**config.mk**
```make
export PLATFORM = sky130hd
export DESIGN_NAME = uart_tx_fifo_reader
export DESIGN_NICKNAME = d
export VERILOG_FILES = /design/src/rtl/uart_tx_pkg.sv /design/src/rtl/uart_tx_baud_gen.sv /design/src/rtl/uart_tx_fifo_reader.sv
export SDC_FILE = /design/constraint.sdc
export NUM_CORES = 1
export LEC_CHECK = 0
export CORE_ASPECT_RATIO = 0.8
export CORE_MARGIN = 1
export CORE_UTILIZATION = 40
export DETAILED_ROUTE_END_ITERATION = 6
export GPL_TIMING_DRIVEN = 0
export PLACE_DENSITY = 0.71
export SETUP_SLACK_MARGIN = 0.02
export SKIP_CTS_REPAIR_TIMING = 1
export SYNTH_ARGS = -nofsm -noshare
export SYNTH_HDL_FRONTEND = slang
export SYNTH_SLANG_ARGS = --single-unit
```
**constraint.sdc**
```tcl
create_clock -name rd_clk -period 5.7 [get_ports rd_clk]
set_clock_uncertainty 0.15 [all_clocks]
set_input_delay 1.14 -clock rd_clk [delete_from_list [all_inputs] [get_ports rd_clk]]
set_output_delay 1.14 -clock rd_clk [all_outputs]
set_load 0.03 [all_outputs]
```
**src/rtl/uart_tx_pkg.sv**
```systemverilog
// Shared types and constants for the UART TX FIFO reader.
// The frame length depends on the optional macro UART_TX_PARITY_EN.
package uart_tx_pkg;

  typedef enum logic [2:0] {
    IDLE   = 3'd0,
    START  = 3'd1,
    DATA   = 3'd2,
    PARITY = 3'd3,
    STOP   = 3'd4
  } state_t;

`ifdef UART_TX_PARITY_EN
  localparam int FRAME_BITS = 11;
`else
  localparam int FRAME_BITS = 10;
`endif

  localparam int BYTES_PER_WORD = 4;
  localparam int BIT_IDX_W      = 3;
  localparam int BYTE_IDX_W     = 2;

  localparam logic [BIT_IDX_W-1:0]  LAST_BIT  = BIT_IDX_W'(7);
  localparam logic [BYTE_IDX_W-1:0] LAST_BYTE = BYTE_IDX_W'(BYTES_PER_WORD - 1);

  // Maps the send-order byte index onto the byte lane of the captured word.
  function automatic logic [BYTE_IDX_W-1:0] byte_slot(
    input logic [BYTE_IDX_W-1:0] idx,
    input logic                  msb_first
  );
    return msb_first ? (LAST_BYTE - idx) : idx;
  endfunction

endpackage

```
**src/rtl/uart_tx_baud_gen.sv**
```systemverilog
// Bit-time generator: counts 0..CLK_DIV-1 and flags the last cycle of each bit.
// restart holds the count at zero so every frame starts on a fresh bit boundary.
module uart_tx_baud_gen #(
  parameter int CLK_DIV = 868
) (
  input  logic rd_clk,
  input  logic rd_rst,
  input  logic restart,
  output logic bit_end
);

  localparam logic [15:0] LAST_CNT = 16'(CLK_DIV - 1);

  logic [15:0] baud_cnt;

  assign bit_end = (baud_cnt == LAST_CNT);

  always_ff @(posedge rd_clk) begin
    if (rd_rst || restart || bit_end) begin
      baud_cnt <= '0;
    end else begin
      baud_cnt <= baud_cnt + 16'd1;
    end
  end

endmodule

```
**src/rtl/uart_tx_fifo_reader.sv**
```systemverilog
// Pops 32-bit words from an FWFT FIFO and sends them as four UART frames.
// Define UART_TX_PARITY_EN to add an even-parity bit to each frame.
//
// state  | meaning
// IDLE   | waiting for a word; pops it the cycle fifo_empty is low
// START  | start bit (tx low)
// DATA   | data bits of the current byte, LSB first
// PARITY | even parity of the current byte (UART_TX_PARITY_EN only)
// STOP   | stop bit; next byte or back to IDLE after the last byte
module uart_tx_fifo_reader
  import uart_tx_pkg::*;
#(
  parameter int    CLK_DIV    = 868,
  parameter string BYTE_ORDER = "LSB_FIRST",
  parameter int    DATA_WIDTH = 32
) (
  input  logic                  rd_clk,
  input  logic                  rd_rst,
  input  logic [DATA_WIDTH-1:0] fifo_rd_data,
  input  logic                  fifo_empty,
  output logic                  fifo_rd_en,
  output logic                  tx,
  output logic                  busy,
  output logic                  word_done
);

  localparam logic MSB_FIRST = (BYTE_ORDER == "MSB_FIRST");

  state_t                  state;
  state_t                  state_next;
  logic [DATA_WIDTH-1:0]   word_reg;
  logic [BYTE_IDX_W-1:0]   byte_idx;
  logic [BIT_IDX_W-1:0]    bit_idx;
  logic [BYTE_IDX_W-1:0]   slot;
  logic [7:0]              cur_byte;
  logic                    bit_end;
  logic                    tx_bit;
  logic                    pop_req;
  logic                    done_req;

  uart_tx_baud_gen #(
    .CLK_DIV (CLK_DIV)
  ) u_baud_gen (
    .rd_clk  (rd_clk),
    .rd_rst  (rd_rst),
    .restart (state == IDLE),
    .bit_end (bit_end)
  );

  assign slot     = byte_slot(byte_idx, MSB_FIRST);
  assign cur_byte = word_reg[{slot, 3'b000} +: 8];

  always_ff @(posedge rd_clk) begin
    if (rd_rst) begin
      state <= IDLE;
    end else begin
      state <= state_next;
    end
  end

  always_comb begin
    state_next = state;
    tx_bit     = 1'b1;
    pop_req    = 1'b0;
    done_req   = 1'b0;
    case (state)
      IDLE: begin
        if (!fifo_empty) begin
          pop_req    = 1'b1;
          state_next = START;
        end
      end
      START: begin
        tx_bit = 1'b0;
        if (bit_end) state_next = DATA;
      end
      DATA: begin
        tx_bit = cur_byte[bit_idx];
        if (bit_end && (bit_idx == LAST_BIT)) begin
`ifdef UART_TX_PARITY_EN
          state_next = PARITY;
`else
          state_next = STOP;
`endif
        end
      end
`ifdef UART_TX_PARITY_EN
      PARITY: begin
        tx_bit = ^cur_byte;
        if (bit_end) state_next = STOP;
      end
`endif
      STOP: begin
        if (bit_end) begin
          if (byte_idx == LAST_BYTE) begin
            done_req   = 1'b1;
            state_next = IDLE;
          end else begin
            state_next = START;
          end
        end
      end
      default: state_next = IDLE;
    endcase
  end

  // Reset gates the strobes in the same cycle so nothing is popped or reported mid-reset.
  assign fifo_rd_en = pop_req & ~rd_rst;
  assign word_done  = done_req & ~rd_rst;
  assign busy       = (state != IDLE) | fifo_rd_en;
  assign tx         = tx_bit;

  always_ff @(posedge rd_clk) begin
    if (rd_rst) begin
      word_reg <= '0;
      byte_idx <= '0;
      bit_idx  <= '0;
    end else begin
      if (fifo_rd_en) begin
        word_reg <= fifo_rd_data;
        byte_idx <= '0;
        bit_idx  <= '0;
      end
      if (bit_end) begin
        case (state)
          START:   bit_idx  <= '0;
          DATA:    bit_idx  <= bit_idx + BIT_IDX_W'(1);
          STOP:    byte_idx <= byte_idx + BYTE_IDX_W'(1);
          default: ;
        endcase
      end
    end
  end

endmodule

```
# Yosys cells after proc, flatten, opt, wreduce, memory -nomap -nowiden
# Cells that the tools add are included.
# totals
input_bits	35
register_bits	56
wordCells	50
output_inout_bits	4
# classes
order_cmp	1
n_mux	20
n_shift	1
addsub	3
n_bitwise	4
n_reduce_logical	6
eq_ne	10
# ops
op	count
32-bit by 6-bit variable part select with 8-bit output	1
3-bit 2-to-1 mux	6
16-bit by 1-bit adder with 16-bit output, second input constant	1
16-bit by 10-bit equality test with 1-bit output, second input constant	1
3-bit case mux with 4 select lines	1
2-bit inequality test, second input constant	4
1-bit 2-to-1 mux	7
3-bit equality test, second input constant	2
2-bit 2-to-1 mux	3
3-bit case mux with 2 select lines	1
3-bit by 4-bit less-than comparator with 1-bit output, second input constant	1
4-bit AND reduction	1
3-bit by 1-bit adder with 3-bit output, second input constant	1
1-bit binary-select mux with 3-bit select	1
3-bit by 1-bit equality test with 1-bit output, second input constant	1
3-bit by 2-bit equality test with 1-bit output, second input constant	1
3-bit logical NOT	1
3-bit nonzero test	1
2-bit by 1-bit adder with 2-bit output, second input constant	1
1-bit AND	2
2-bit equality test, second input constant	1
1-bit logical OR	2
1-bit case mux with 2 select lines	1
1-bit logical AND	1
2 further kinds	2

# Longest topological paths before layout
# Gate-level depths: netlist of the first run.
# depth
word_depth	6
depth_mapped	7
mapped_depth_nobuf	6

# Modules after synthesis
# From an unflattened synthesis of the first run, not the netlist that was laid out.
# hier_totals
hier_cells	309
hier_area_um2	2628.8
# modules_own_cells
module	cells_per_inst	seq_area_each_um2	n_inst	area_per_inst_um2
uart_tx_fifo_reader	225	800.8	1	1876.8
uart_tx_baud_gen	84	320.3	1	752.0

# Worst setup path before layout of the first run
# No wires, ideal clock.
# synth_timing
path_kind	reg-to-output
from	reg byte_idx[1]
to	out tx
path_stages_with_launch	6
arrival_ns	2.252
n_path_buf	1
required_time_ns	4.410
path_slack_ns	2.158
path_cell_list	dfxtp_1 > buf_2 > mux4_2 > mux2i_1 > o221a_2 > o41ai_1
# synth_between
elab_chain_len	4
# synth_lines
element	line_no	source
start: declaration	uart_tx_fifo_reader.sv:32	logic [BYTE_IDX_W-1:0] byte_idx;
start signal: assignment	uart_tx_fifo_reader.sv:128	STOP: byte_idx <= byte_idx + BYTE_IDX_W'(1);
32-bit by 6-bit variable part select with 8-bit output	uart_tx_fifo_reader.sv:51	assign cur_byte = word_reg[{slot, 3'b000} +: 8];
1-bit binary-select mux with 3-bit select	uart_tx_fifo_reader.sv:78	tx_bit = cur_byte[bit_idx];
1-bit 2-to-1 mux (implied by the code)	uart_tx_fifo_reader.sv:78	
1-bit case mux with 2 select lines	uart_tx_fifo_reader.sv:66	case (state)
end: declaration	uart_tx_fifo_reader.sv:22	output logic tx,
# No other way between the ends. The select of a mux whose other input is x is not followed.

# Worst setup path in the final report of the first run
# layout_timing
from	in fifo_empty
to	out fifo_rd_en
# layout_between
elab_chain_len	3
# layout_lines
element	line_no	source
start: declaration	uart_tx_fifo_reader.sv:20	input logic fifo_empty,
1-bit 2-to-1 mux	uart_tx_fifo_reader.sv:68	if (!fifo_empty) begin
1-bit 2-to-1 mux	uart_tx_fifo_reader.sv:66	
1-bit AND	uart_tx_fifo_reader.sv:108	assign fifo_rd_en = pop_req & ~rd_rst;
end: declaration	uart_tx_fifo_reader.sv:21	output logic fifo_rd_en,
# No other way between the ends.

==> qor.yml, run 1 <==
crit_path_end_kind: "output port"
cp_top_family: "buffers and inverters"
worst_slack_ps: 1343
antenna_found_initial: 0
drt_iter0_drc: 138
worstSetupStartpointType: "input port"
die_w_um: 91.73
drt_pre_antenna_iters: 4
post-place-ws_ps: 1362
worstMarginPinSlew_ps: 750.9
drv_slew: 0
cts.clk_slew.worst_paths_ps: 110
crit_slowest_cell: "clkdlybuf4s50_1"
wire_per_inst_um: 13.80
grt_max_degree: 19
dieArea_um2: 6767
rows: 25
ys_seq_elements: 56
final.setup.tns_ps: 0
synth_cells: 306
synth-main-ff-cell: "dfxtp_1"
area_growth_pct: 21.86
nFillCells: 594
yosysTopAreaCell: "dfxtp_1"
critPathBufInv: 4
post-route-period-util: 0.7645
cp.required_ps: 4410
register_area_um2: 1121
crit_type: "in2out"
largest_register_ffs: 32
yosysUniqueCellTypes: 44
hold_path_depth: 2
synth_nets: 345
critPathMostFrequentCell: "clkdlybuf4s50_1"
via_count: 2239
reg2regPathDepth: 6
drc: 0
cts_tree: "done"
yosys_warnings: 0
cts_buffers: 5
final_common_cell: "nand2_1"
ant_nets: 0
finalSetupViolCount: 0
num_io_pins: 39
layout_common_cells: "nand2_1 (71), dfxtp_1 (56), clkdlybuf4s50_1 (37)"
multiInputGateArea_um2: 1334
cts_sinks: 56
grt_use_total: 0.1798
synth_area_leaders: "dfxtp_1 (44%), nand2_1 (10%), a21oi_1 (6.8%), mux4_2 (4.4%), nor2_1 (3.9%)"
core_area_um2: 6068
min_period_ps: 4357
cp_max_fo: 10
clk_latency_ps: 300
vias_per_cell: 5.183
die_height_um: 73.78
powerDensity_nw_per_um2: 228.6
place.port_buffers: 37
nets: 389
ys_seq_area_frac: 0.4352
crit_path_cell_trace: "clkdlybuf4s50_1, inv_1, nand2_1, clkbuf_1, nor2_1, clkdlybuf4s50_1"
cts_buffer_depth: 2
cts.htree.levels: 2
clockRootBuffer: "clkbuf_8"
cp.depth: 6
synth_top_area_share: 0.4352
routed_wl_um: 5961
grt_pass1_vias: 2000
vdd_drop_max_mv: 0.1133
fmax_mhz: 229.5
antenna_cells: 0
postLayoutCoreUtil: 0.5173
drive_above_1_share: 0.08547
start_util: 0.4245
p_leak_nw: 1.075
cp.arrival_ps: 3070
max_stage_delay_ps: 610
hpwl_um: 4370
grt_pass1_wl_um: 9542
relSlewSlack: 0.4952
finalHoldViolCount: 0
status: "complete, no violations"
synth-edff-count: 0
grt-ovfl-total: 0
place_congestion: 0.8007
drv_cap: 0
worstHoldPathType: "reg2reg"
rsz0062_at_grt: "false"
synth_area_per_cell_um2: 8.419
synth_area_um2: 2576
synth_async_sr_flop_share: 0
[power by group]
part	internal (mW)	total, mW	switching (mW)
Clock	0.0885	0.222	0.133
Combinational	0.0408	0.0818	0.0410
Sequential	0.405	0.414	0.00884
Total	0.534	0.718	0.183
[through the flow]
step                      hold WS, ps  total power, mW  area [µm²]  cells
final                           311.0           0.7175        3139    432
after floorplan                 279.7           0.4630        2576    306
after global placement          289.1           0.5022        3048    424
after CTS                       312.3           0.7227        3139    432
after global routing            324.3           0.7459        3139    432
after detailed placement        297.0           0.5037        3048    424
[routing by layer]
layer / wire (µm) / vias up / GRT usage
li1: - / 1135 / -
met1: 3128 / 1033 / 0.2646
met2: 2447 / 69 / 0.2723
met3: 350 / 2 / 0.03416
met4: 35 / 0 / 0.04167
met5: 0 / - / 0
[layout make-up]
cell class | count | area share
plain buffers | 21 | 0.03268
clock buffers | 5 | 0.02192
clock inverters | 3 | 0.007174
inverters | 5 | 0.005978
multi-input cells | 224 | 0.4249
flip-flops and latches | 56 | 0.3571
well taps | 81 | 0.03228
repair buffers | 37 | 0.1180
[synthesized netlist by cell type (4+ instances only)]
library cell / n
nand2_1: 71
dfxtp_1: 56
a21oi_1: 35
nor2_1: 27
clkbuf_1: 13
nand3_1: 11
nor3_1: 8
xor2_1: 8
mux2i_1: 7
xnor2_1: 6
inv_1: 5
mux4_2: 5
ha_1: 4
nand3b_1: 4
o21ai_0: 4
[cells by family after synthesis]
kind of cell             synth area share
AND/OR/NAND/NOR                    0.2530
flip-flops                         0.4352
AO/OA/AOI/OAI                      0.1224
buffers and inverters             0.04711
XOR/XNOR                          0.04760
multiplexers                      0.07528
adder cells (fa/ha/maj)           0.01943
[worst register-to-register path: cells and delay by family, from the launching register on]
kind / cells / cell delay (ps)
adder cells (fa/ha/maj): 1 / 240
AND/OR/NAND/NOR: 3 / 850
AO/OA/AOI/OAI: 1 / 110
flip-flops: 1 / 400
multiplexers: 1 / 390
[final timing paths]
| check | from | end | slack, ps |
|---|---|---|---|
| setup / recovery | fifo_empty | fifo_rd_en | 1340 |
| hold / removal | word_reg[15] | word_reg[15] | 310 |
| setup reg to reg | u_baud_gen.baud_cnt[0] | byte_idx[0] | 3440 |
| hold reg to reg | word_reg[15] | word_reg[15] | 310 |
Note: power is estimated with default switching activity, not from simulation.
==> run 2: changes to the inputs <==
- clock period: 5.7 -> 4.4 ns (I/O delays scaled with it)
==> results of run 2 <==
The final DEF is identical to that of run 1. Status: complete, no violations.
Among the figures that moved: setup slack after placement 1362 ps -> 582.2 ps; setup slack after layout 1343 ps -> 394.6 ps; start point of the critical path fifo_empty -> u_baud_gen.baud_cnt[0]; end point of the critical path fifo_rd_en -> word_done; register-to-register setup slack 3440 ps -> 2140 ps; total power 0.7175 mW -> 0.9295 mW; worst IR drop on VDD 0.1133 mV -> 0.1468 mV
==> run 3: changes to the inputs <==
- CORE_MARGIN: 1 -> 2
==> qor.yml, run 3 (same netlist as run 1, synthesis figures left out) <==
via_count: 2237  # -0.089%
holdPathEnd: "word_reg[10]"
critPathMostFrequentCell: "buf_2"
cts.clk_slew.worst_paths_ps: 100  # about the same
reg2regPathDepth: 6  # unchanged
grt-ovfl-total: 0  # unchanged
post-place-ws_ps: 568.8
die_height_um: 75.78  # +2.7%
crit_path_end_kind: "output port"
r2r_slack_ps: 2130
cp.arrival_ps: 2960
r2r_end: "byte_idx[0]"
cts_buffer_depth: 2  # unchanged
rows: 26  # +4.0%
multiInputGateArea_um2: 1334  # unchanged
hpwl_um: 4373  # about the same
dpl.cell_count: 427  # +0.71%
stdcell_count: 435  # +0.69%
post-route-period-util: 0.9076
powerDensity_nw_per_um2: 294.0
whs_ps: 308.6  # -2.400 ps
worstMarginPinSlew_ps: 758.4  # +7.523 ps
hold_path_depth: 2  # unchanged
antenna_found_initial: 0  # unchanged
cts_buffers: 5  # unchanged
finalHoldViolCount: 0  # unchanged
hp-start: "word_reg[10]"
cts_tree: "done"
area_growth_pct: 21.90  # about the same
die_w_um: 93.73  # +2.2%
ant_nets: 0  # unchanged
crit_path_cell_trace: "buf_2, buf_2, mux4_2, a2111oi_0, o41ai_1, clkdlybuf4s50_1"
drive_above_1_share: 0.08262  # -0.002849
place_congestion: 0.8481  # +5.9%
reg2reg_from: "u_baud_gen.baud_cnt[0]"
clk_latency_ps: 310  # about the same
drt_pre_antenna_iters: 4  # unchanged
drv_slew: 0  # unchanged
worstSetupStartpointType: "flop"
drv_cap: 0  # unchanged
grt_pass1_vias: 2089  # +4.5%
vdd_drop_max_mv: 0.1327
fmax_mhz: 250.4
place.port_buffers: 37  # unchanged
cp.required_ps: 3370
cts_sinks: 56  # unchanged
drt_iter0_drc: 134  # -2.9%
rsz0062_at_grt: "false"
final_common_cell: "nand2_1"
grt_max_degree: 18  # -1
wire_per_inst_um: 13.51  # -2.1%
clockRootBuffer: "clkbuf_8"
nets: 389  # unchanged
power_mw: 0.9234
core_area_um2: 6311  # +4.0%
nFillCells: 624  # +5.1%
dieArea_um2: 7102  # +5.0%
vias_per_cell: 5.143  # -0.78%
cts.htree.levels: 2  # unchanged
min_period_ps: 3993
register_area_um2: 1121  # unchanged
max_stage_delay_ps: 620
crit_slowest_cell: "clkdlybuf4s50_1"
status: "complete, no violations"
grt_use_total: 0.1787  # -0.001170
routed_wl_um: 5878  # -1.4%
finalSetupViolCount: 0  # unchanged
start_util: 0.4082  # -0.01633
num_io_pins: 39  # unchanged
antenna_cells: 0  # unchanged
drc: 0  # unchanged
worstHoldPathType: "reg2reg"
layout_common_cells: "nand2_1 (71), dfxtp_1 (56), clkdlybuf4s50_1 (37)"
p_leak_nw: 1.068  # -0.66%
worst_slack_ps: 406.5
relSlewSlack: 0.4902  # -0.005058
largest_register_ffs: 32  # unchanged
grt_pass1_wl_um: 9929  # +4.1%
final.setup.tns_ps: 0  # unchanged
crit_type: "reg2out"
cp_max_fo: 10  # unchanged
run 3: power by group:
part | total (mW) | switching, mW | internal [mW]
sequential | 0.536 | 0.0110 | 0.525
combinational | 0.105 | 0.0525 | 0.0529
clock | 0.282 | 0.169 | 0.114
total | 0.923 | 0.232 | 0.691
run 3: worst max-delay path, delay by kind of cell (launching register included):
kind	cells	cell delay, ps
AOI/OAI and AO/OA	2	710
DFF	1	350
buffers and inverters	3	1060
muxes	1	530
run 3: cell type report:
cell class | instances | share of cell area
repair buffers | 37 | 0.1179
inverters | 5 | 0.005976
clock inverters | 2 | 0.005179
plain buffers | 21 | 0.03267
flip-flops and latches | 56 | 0.3570
well taps | 84 | 0.03347
clock buffers | 6 | 0.02311
multi-input cells | 224 | 0.4247
run 3: worst max path at each step:
| stage | from | endpoint | slack, ps | depth (start not counted) |
|---|---|---|---|---|
| 2_1_floorplan | byte_idx[1] | tx | 1120 | 5 |
| 3_3_place_gp | fifo_empty | fifo_rd_en | 570 | 6 |
| 3_5_place_dp | fifo_empty | fifo_rd_en | 570 | 6 |
| 4_1_cts | u_baud_gen.baud_cnt[0] | word_done | 440 | 7 |
| 5_1_grt | u_baud_gen.baud_cnt[0] | word_done | 260 | 7 |
| 6_report | byte_idx[0] | tx | 410 | 6 |
run 3: layer usage:
| layer | global-route usage | wire length [µm] |
|---|---|---|
| met3 | 0.03264 | 379 |
| met2 | 0.2667 | 2449 |
| met1 | 0.2665 | 2983 |
| met4 | 0.04831 | 65 |
| met5 | 0 | 0 |
run 3: through the flow:
stage / cell area, µm² / util
CTS: 3141 / 0.4976
global route: 3141 / 0.4976
global placement: 3052 / 0.4835
floorplan: 2576 / -
finish: 3141 / 0.4976
detailed placement: 3052 / 0.4835
